===== src/rtl/dmac_read_requester.sv =====
// rtl/dmac_read_requester.sv - DMA read-address stage: splits a read command into 4 KB-safe AXI4 INCR bursts
module dmac_read_requester #(
    parameter int ADDR_WD         = 32,
    parameter int DATA_WD         = 32,
    parameter int MAX_BURST_LEN   = 16,
    parameter int MAX_OUTSTANDING = 4,
    parameter int LEN_WD          = 16
) (
    input  logic               clk,
    input  logic               rst,
    input  logic               cmd_valid,
    output logic               cmd_ready,
    input  logic [ADDR_WD-1:0] cmd_addr,
    input  logic [LEN_WD-1:0]  cmd_len,
    output logic               busy,
    output logic               done,
    input  logic               rd_resp_valid,
    output logic               m_axi_arvalid,
    input  logic               m_axi_arready,
    output logic [ADDR_WD-1:0] m_axi_araddr,
    output logic [7:0]         m_axi_arlen,
    output logic [2:0]         m_axi_arsize,
    output logic [1:0]         m_axi_arburst
);

    localparam int STRB_WD    = DATA_WD / 8;
    localparam int SIZE_SHIFT = $clog2(STRB_WD);
    localparam int OUT_WD     = $clog2(MAX_OUTSTANDING + 1);
    // 13 bits hold 4096; one extra bit keeps the min() comparisons unsigned-safe
    localparam int CW         = ((LEN_WD > 13) ? LEN_WD : 13) + 1;

    typedef enum logic [1:0] {IDLE, CALC, ISSUE, DRAIN} state_t;

    state_t             state;
    logic [ADDR_WD-1:0] addr;
    logic [LEN_WD-1:0]  remaining;
    logic [OUT_WD-1:0]  outstanding;
    logic [CW-1:0]      burst_q;
    logic [CW-1:0]      page_beats;
    logic [CW-1:0]      burst_calc;
    logic               ar_hs;
    logic               resp_dec;

    assign m_axi_arsize  = 3'(SIZE_SHIFT);
    assign m_axi_arburst = 2'b01;
    assign cmd_ready     = (state == IDLE);
    assign busy          = (state != IDLE);
    assign done          = (state == DRAIN) && (outstanding == '0);
    assign ar_hs         = m_axi_arvalid && m_axi_arready;
    assign resp_dec      = rd_resp_valid && (outstanding != '0);

    // Burst length: the smallest of remaining beats, the burst cap and beats left in this 4 KB page
    always_comb begin
        page_beats = (CW'(4096) - CW'(addr[11:0])) >> SIZE_SHIFT;
        burst_calc = CW'(remaining);
        if (CW'(MAX_BURST_LEN) < burst_calc) begin
            burst_calc = CW'(MAX_BURST_LEN);
        end
        if (page_beats < burst_calc) begin
            burst_calc = page_beats;
        end
    end

    always_ff @(posedge clk or posedge rst) begin
        if (rst) begin
            outstanding <= '0;
        end else begin
            case ({ar_hs, resp_dec})
                2'b10:   outstanding <= outstanding + OUT_WD'(1);
                2'b01:   outstanding <= outstanding - OUT_WD'(1);
                default: outstanding <= outstanding;
            endcase
        end
    end

    always_ff @(posedge clk or posedge rst) begin
        if (rst) begin
            state         <= IDLE;
            addr          <= '0;
            remaining     <= '0;
            burst_q       <= '0;
            m_axi_arvalid <= 1'b0;
            m_axi_araddr  <= '0;
            m_axi_arlen   <= '0;
        end else begin
            case (state)
                IDLE: begin
                    if (cmd_valid) begin
                        addr      <= cmd_addr & ~ADDR_WD'(STRB_WD - 1);
                        remaining <= cmd_len;
                        state     <= (cmd_len == '0) ? DRAIN : CALC;
                    end
                end
                CALC: begin
                    if (outstanding != OUT_WD'(MAX_OUTSTANDING)) begin
                        m_axi_araddr  <= addr;
                        m_axi_arlen   <= 8'(burst_calc - CW'(1));
                        burst_q       <= burst_calc;
                        m_axi_arvalid <= 1'b1;
                        state         <= ISSUE;
                    end
                end
                ISSUE: begin
                    if (m_axi_arready) begin
                        m_axi_arvalid <= 1'b0;
                        addr          <= addr + (ADDR_WD'(burst_q) << SIZE_SHIFT);
                        remaining     <= remaining - LEN_WD'(burst_q);
                        state         <= (remaining == LEN_WD'(burst_q)) ? DRAIN : CALC;
                    end
                end
                DRAIN: begin
                    if (outstanding == '0) begin
                        state <= IDLE;
                    end
                end
                default: state <= IDLE;
            endcase
        end
    end

    // A completion with nothing outstanding means the handler and this stage disagree
    assert property (@(posedge clk) disable iff (rst) !(rd_resp_valid && (outstanding == '0)))
        else $error("rd_resp_valid with no burst outstanding");

endmodule


===== config.mk =====
export PLATFORM = sky130hd
export DESIGN_NAME = dmac_read_requester
export DESIGN_NICKNAME = d
export VERILOG_FILES = /design/src/rtl/dmac_read_requester.sv
export SDC_FILE = /design/constraint.sdc
export NUM_CORES = 1
export LEC_CHECK = 0
export ABC_CLOCK_PERIOD_IN_PS = 5300
export CORE_UTILIZATION = 55
export DETAILED_ROUTE_END_ITERATION = 16
export PLACE_DENSITY = 0.86
export SLEW_MARGIN = 20
export SYNTH_ARGS = -nofsm -noshare
export SYNTH_HDL_FRONTEND = slang
export SYNTH_SLANG_ARGS = --single-unit

===== constraint.sdc =====
create_clock -name clk -period 5.3 [get_ports clk]
set_input_delay 0.795 -clock clk [delete_from_list [all_inputs] [get_ports clk]]
set_output_delay 0.795 -clock clk [all_outputs]
set_load 0.02 [all_outputs]

Word-level counts from Yosys, hierarchy flattened
Cells that the tools add are included.
- register bits: 110
- input bits: 53
- output and inout port bits: 49
- word-level logic and storage cells: 61
- $add $sub $neg: 6
- magnitude comparators: 2
- eq/ne operators: 11
- muxes and demuxes: 19
- reductions and logical operators: 15
- operators by type and width (operator ; number):
    16-bit two-way mux ; 4
    32-bit two-way mux ; 2
    32-bit case mux with 2 select lines ; 1
    32-bit by 18-bit adder with 32-bit output ; 1
    16-bit case mux with 2 select lines ; 1
    16-bit == test ; 1
    16-bit logical NOT ; 1
    15-bit by 16-bit less-than comparator with 1-bit output ; 1
    5-bit by 16-bit less-than comparator with 1-bit output (first input constant) ; 1
    16-bit subtractor ; 1
    13-bit by 12-bit subtractor with 14-bit output (first input constant) ; 1
    2-bit two-way mux ; 6
    2-bit case mux with 4 select lines ; 1
    2-bit nonzero test ; 4
    8-bit by 1-bit subtractor with 8-bit output (second input constant) ; 1
    2-bit == test (second input constant) ; 3
    2-bit inequality test (second input constant) ; 3
    3-bit case mux with 2 select lines ; 1
    3-bit AND reduction ; 2
    2-bit by 1-bit == test with 1-bit output (second input constant) ; 2
    4-bit AND reduction ; 1
    3-bit by 1-bit adder with 3-bit output (second input constant) ; 1
    1-bit logical AND ; 3
    3-bit logical NOT ; 1
    other kinds (8) ; 9

Longest topological paths before layout
- word-level depth: 5
- gate-level depth with buffers: 20
- mapped depth without buffers: 19

Worst setup path after synthesis
Ideal clock, no wire load.
- path type: register to register
- from: register addr[3]
- to: register m_axi_arlen[6]
- library setup time: 0.083 ns
- arrival time: 3.650 ns
- required time: 5.217 ns
- setup slack: 1.567 ns
- cell stages (with the launch flop): 20
- buffers on the path: 1
- clock period less this slack: 3.733 ns
- cells stage by stage: dfrtp_1 inv_1 ha_1 nand2_1 or3_1 xor2_1 ha_1 nand4_1 o22ai_1 nor2_1 o211ai_1 clkbuf_1 nor2_1 a31oi_1 ha_1 nand2_1 nor3_1 xor2_1 o21ai_0 o21ai_0
- word-level cells in the longest chain between the ends: 4
- RTL lines (what ; line ; text):
    start: declaration ; 35 ; logic [ADDR_WD-1:0] addr;
    start signal: assignment ; 89 ; addr <= cmd_addr & ~ADDR_WD'(STRB_WD - 1);
    start signal: assignment ; 106 ; addr <= addr + (ADDR_WD'(burst_q) << SIZE_SHIFT);
    13-bit by 12-bit subtractor with 14-bit output (*) ; 54 ; page_beats = (CW'(4096) - CW'(addr[11:0])) >> SIZE_SHIFT;
    15-bit by 16-bit less-than comparator with 1-bit output ; 59 ; if (page_beats < burst_calc) begin
    16-bit two-way mux (*) ; 59 ;
    8-bit by 1-bit subtractor with 8-bit output (*) ; 97 ; m_axi_arlen <= 8'(burst_calc - CW'(1));
    end signal: assignment ; 97 ;
    end: declaration ; 21 ; output logic [7:0] m_axi_arlen,
Every way passes the cells marked *; elsewhere a longest branch is shown, timed or not.
A chain may end at the register's enable or synchronous reset.

Worst setup path in the final report
- from: register addr[2]
- to: register m_axi_arlen[6]
Same word-level chain as after synthesis.

==> flow_metrics.py <==
metrics = {
    "setup_path": {
        "cp_common_cell": "ha_1",
        "end_kind": "flop",
        "crit_required_ps": 5530,
        "reg2reg_from": "addr[2]",
        "reg2reg_slack_ps": 1050,
        "crit_path_cell_trace": "inv_1, ha_1, nand2_1, or3_1, xor2_1, ha_1, nand4_1, o22ai_1, nor2_1, o211ai_1, mux2_2, ha_1, nand2_1, nor3_1, xor2_1, o21ai_0, o21ai_0",
        "critPathMaxFanout": 11,
        "arrival_ps": 4480,
        "startpoint_type": "flop",
        "r2r_end": "m_axi_arlen[6]",
        "cpPeakStageDelay_ps": 640,
        "crit_family": "compound AO/OA/AOI/OAI gates",
        "rr_worst_depth": 17,
        "path_buf_inv": 1,
        "critPathKind": "reg2reg",
        "cpMaxStageDelayCell": "o211ai_1",
    },
    "place": {
        "io_buffers": 92,
        "dp_hpwl_mm": 12.4,
        "dp_slack_ps": 1070,
        "place.gp.congestion": 0.908,
    },
    "clocking": {
        "cts_tree": "done",
        "cts_num_sinks": 106,
        "cts_resized": 0,
        "clock_latency_ps": 360,
        "path_clk_slew_ps": 70,
        "postCtsHoldBufs": 0,
        "cts.path.max_buffers": 2,
        "h-tree-depth": 3,
        "cts_made_buffers": 9,
        "post-cts-setup-buffers": 0,
        "cts-root-buf": "clkbuf_16",
    },
    "sta": {
        "hold_viol": 0,
        "max_freq_mhz": 235,
        "rsz0062_at_grt": "no",
        "finalSetupTns_ps": 0,
        "fin_skew_ps": 7.52,
        "worst_pin_slew_ps": 824,
        "finalCritPeriodShare": 0.803,
        "timing.final.ws_setup_ps": 1050,
        "slew_headroom": 0.451,
        "setup_viol": 0,
        "min_period_ps": 4250,
        "slew_violations": 0,
    },
    "power": {
        "ir_drop_uv": 468,
        "leakage_uw": 0.00365,
        "p_per_area_nw_per_um2": 708,
    },
    "flow_run": {
        "drv_cap": 0,
    },
    "finish": {
        "fin_nets": 979,
        "final_layout_size_suffix_gt1_frac": 0.0543,
        "antenna_cells": 0,
        "area_growth_pct": 20.2,
    },
    "global_route": {
        "first_global_vias": 5883,
        "grt_use_total": 0.288,
        "grt-ovfl-total": 0,
        "antenna_found_initial": 0,
        "grt_pass1_wl_mm": 29.1,
        "grt_max_degree": 67,
    },
    "die": {
        "ios": 102,
        "die_w_um": 113,
        "rows": 40,
        "initial_core_util": 0.566,
        "die-area_um2": 12900,
        "die_y_um": 113,
        "core_area_um2": 12100,
    },
    "yosys": {
        "async_flop_share": 1.00,
        "synth_area_per_cell_um2": 8.53,
        "ys_seq_elements": 106,
        "ys_top_cells_by_area": "dfrtp_1, nand2_1, ha_1",
        "synth_cell_type_count": 68,
        "synthCells": 800,
        "ys.flop_type": "dfrtp_1",
        "synth_warnings": 0,
        "netlist_area_um2": 6830,
        "synth_edf_count": 0,
        "synth_top_area_frac": 0.388,
        "yosysTopAreaCell": "dfrtp_1",
        "ys_seq_area_frac": 0.388,
    },
    "min_path": {
        "hold_end": "m_axi_araddr[8]",
        "min_path_type": "reg2reg",
        "hold_path_startpoint": "m_axi_araddr[8]",
        "min_delay_path_depth": 2,
    },
    "drt": {
        "wl_per_cell_um": 16.5,
        "vias": 6054,
        "drt_iter0_markers": 510,
        "via_per_inst": 5.75,
        "firstDrtPassIters": 5,
        "finalWirelength_mm": 17.4,
        "drc": 0,
        "drtAntennaViolNets": 0,
    },
    "run_status": {
        "status": "finished clean",
    },
}
area by class of cell:
class                      count  area, µm²
multi-input combinational    627       3900
fill                         931       3850
sequential                   106       2650
timing repair buffer         102        996
clock buffer                  11        243
tap                          168        210
inverter                      33        126
clock inverter                 5       77.6
flip-flops by register name (all words and copies together) (netlist names):
signal / count
m_axi_araddr: 30
outstanding: 3
m_axi_arvalid: 1
addr: 30
m_axi_arlen: 8
burst_q: 16
state: 2
remaining: 16
metal layers:
layer,vias up,routed length [µm],GRT usage
met3,23,957,0.0457
li1,2965,-,-
met2,200,8460,0.480
met1,2866,7710,0.385
met5,-,0,0
met4,0,256,0.0965
through the flow:
| step | hold slack (ps) | total power (µW) | utilization | area, µm² | std cells |
|---|---|---|---|---|---|
| final | 474 | 5810 | 0.680 | 8210 | 1052 |
| after global placement | 459 | 4930 | 0.654 | 7890 | 1036 |
| after CTS | 476 | 5790 | 0.680 | 8210 | 1052 |
| after global routing | 498 | 6290 | 0.680 | 8210 | 1052 |
| after detailed placement | 460 | 5030 | 0.654 | 7890 | 1036 |
| after floorplan | 453 | 4060 | - | 6870 | 811 |
worst max-delay path by stage:
| stage | slack [ps] | cells past startpoint | from | endpoint |
|---|---|---|---|---|
| 6_report | 1050 | 17 | addr[2] | m_axi_arlen[6] |
| 5_1_grt | 490 | 18 | addr[2] | m_axi_arlen[6] |
| 4_1_cts | 1060 | 17 | addr[2] | m_axi_arlen[6] |
| 3_5_place_dp | 1070 | 17 | addr[2] | m_axi_arlen[6] |
| 3_3_place_gp | 1120 | 17 | addr[2] | m_axi_arlen[6] |
| 2_1_floorplan | 1570 | 19 | addr[3] | m_axi_arlen[6] |
worst register-to-register path, delay by kind of cell, from the launching register on:
| kind | cells | cell delay [ps] |
|---|---|---|
| AOI/OAI and AO/OA | 4 | 1050 |
| xor gates and xnor gates | 2 | 380 |
| adders and majority gates | 3 | 840 |
| buffers and inverters | 1 | 140 |
| DFF | 1 | 450 |
| muxes | 1 | 430 |
| and+or+nand+nor | 6 | 850 |
cells in the final DEF, fill, tap and decap left out, types with 23 or more instances in the layout:
cell,instances
nor2_1,47
a21oi_1,37
dfrtp_1,106
clkdlybuf4s50_1,92
o22ai_1,25
o21ai_0,42
xnor2_1,25
inv_1,32
nand2_1,165
nor3_1,23
ha_1,44
report_power, final:
part	total (µW)	switching (µW)	internal, µW
Combinational	3500	1980	1520
Sequential	1580	386	1190
Clock	731	305	426
Yosys cell counts (3+ instances only):
library cell / number
ha_1: 44
nor2b_1: 8
inv_1: 33
or3_1: 8
xnor2_1: 25
clkbuf_1: 37
o31ai_1: 5
nand4_1: 8
o21ai_1: 4
or2_2: 4
and2_1: 8
dfrtp_1: 106
a211oi_1: 6
o21ai_2: 3
xor2_1: 15
and3_1: 9
mux2i_1: 4
buf_4: 7
nand2b_1: 6
a21oi_1: 37
o21ai_0: 42
o22ai_1: 25
a31oi_1: 9
nand3_1: 13
fa_1: 3
a311oi_1: 4
a221o_1: 3
nor2_1: 47
a21o_1: 16
o21a_1: 9
nor4_1: 9
nor3b_1: 7
nor3_1: 23
nand3b_1: 4
nand2_1: 165
o211ai_1: 6
logic make-up (layout without fill, tap and decap cells):
logic type | Yosys count | after routing | synth area share
xor+xnor | 40 | 40 | 0.0513
fa+ha+maj | 47 | 47 | 0.0894
flops | 106 | 106 | 0.388
simple gates | 326 | 326 | 0.219
mux | 5 | 5 | 0.00751
compound gates | 196 | 196 | 0.196
other cells | 2 | 13 | 0.00110
buf+inv | 78 | 151 | 0.0469
Note: power is estimated with default switching activity, not from simulation.
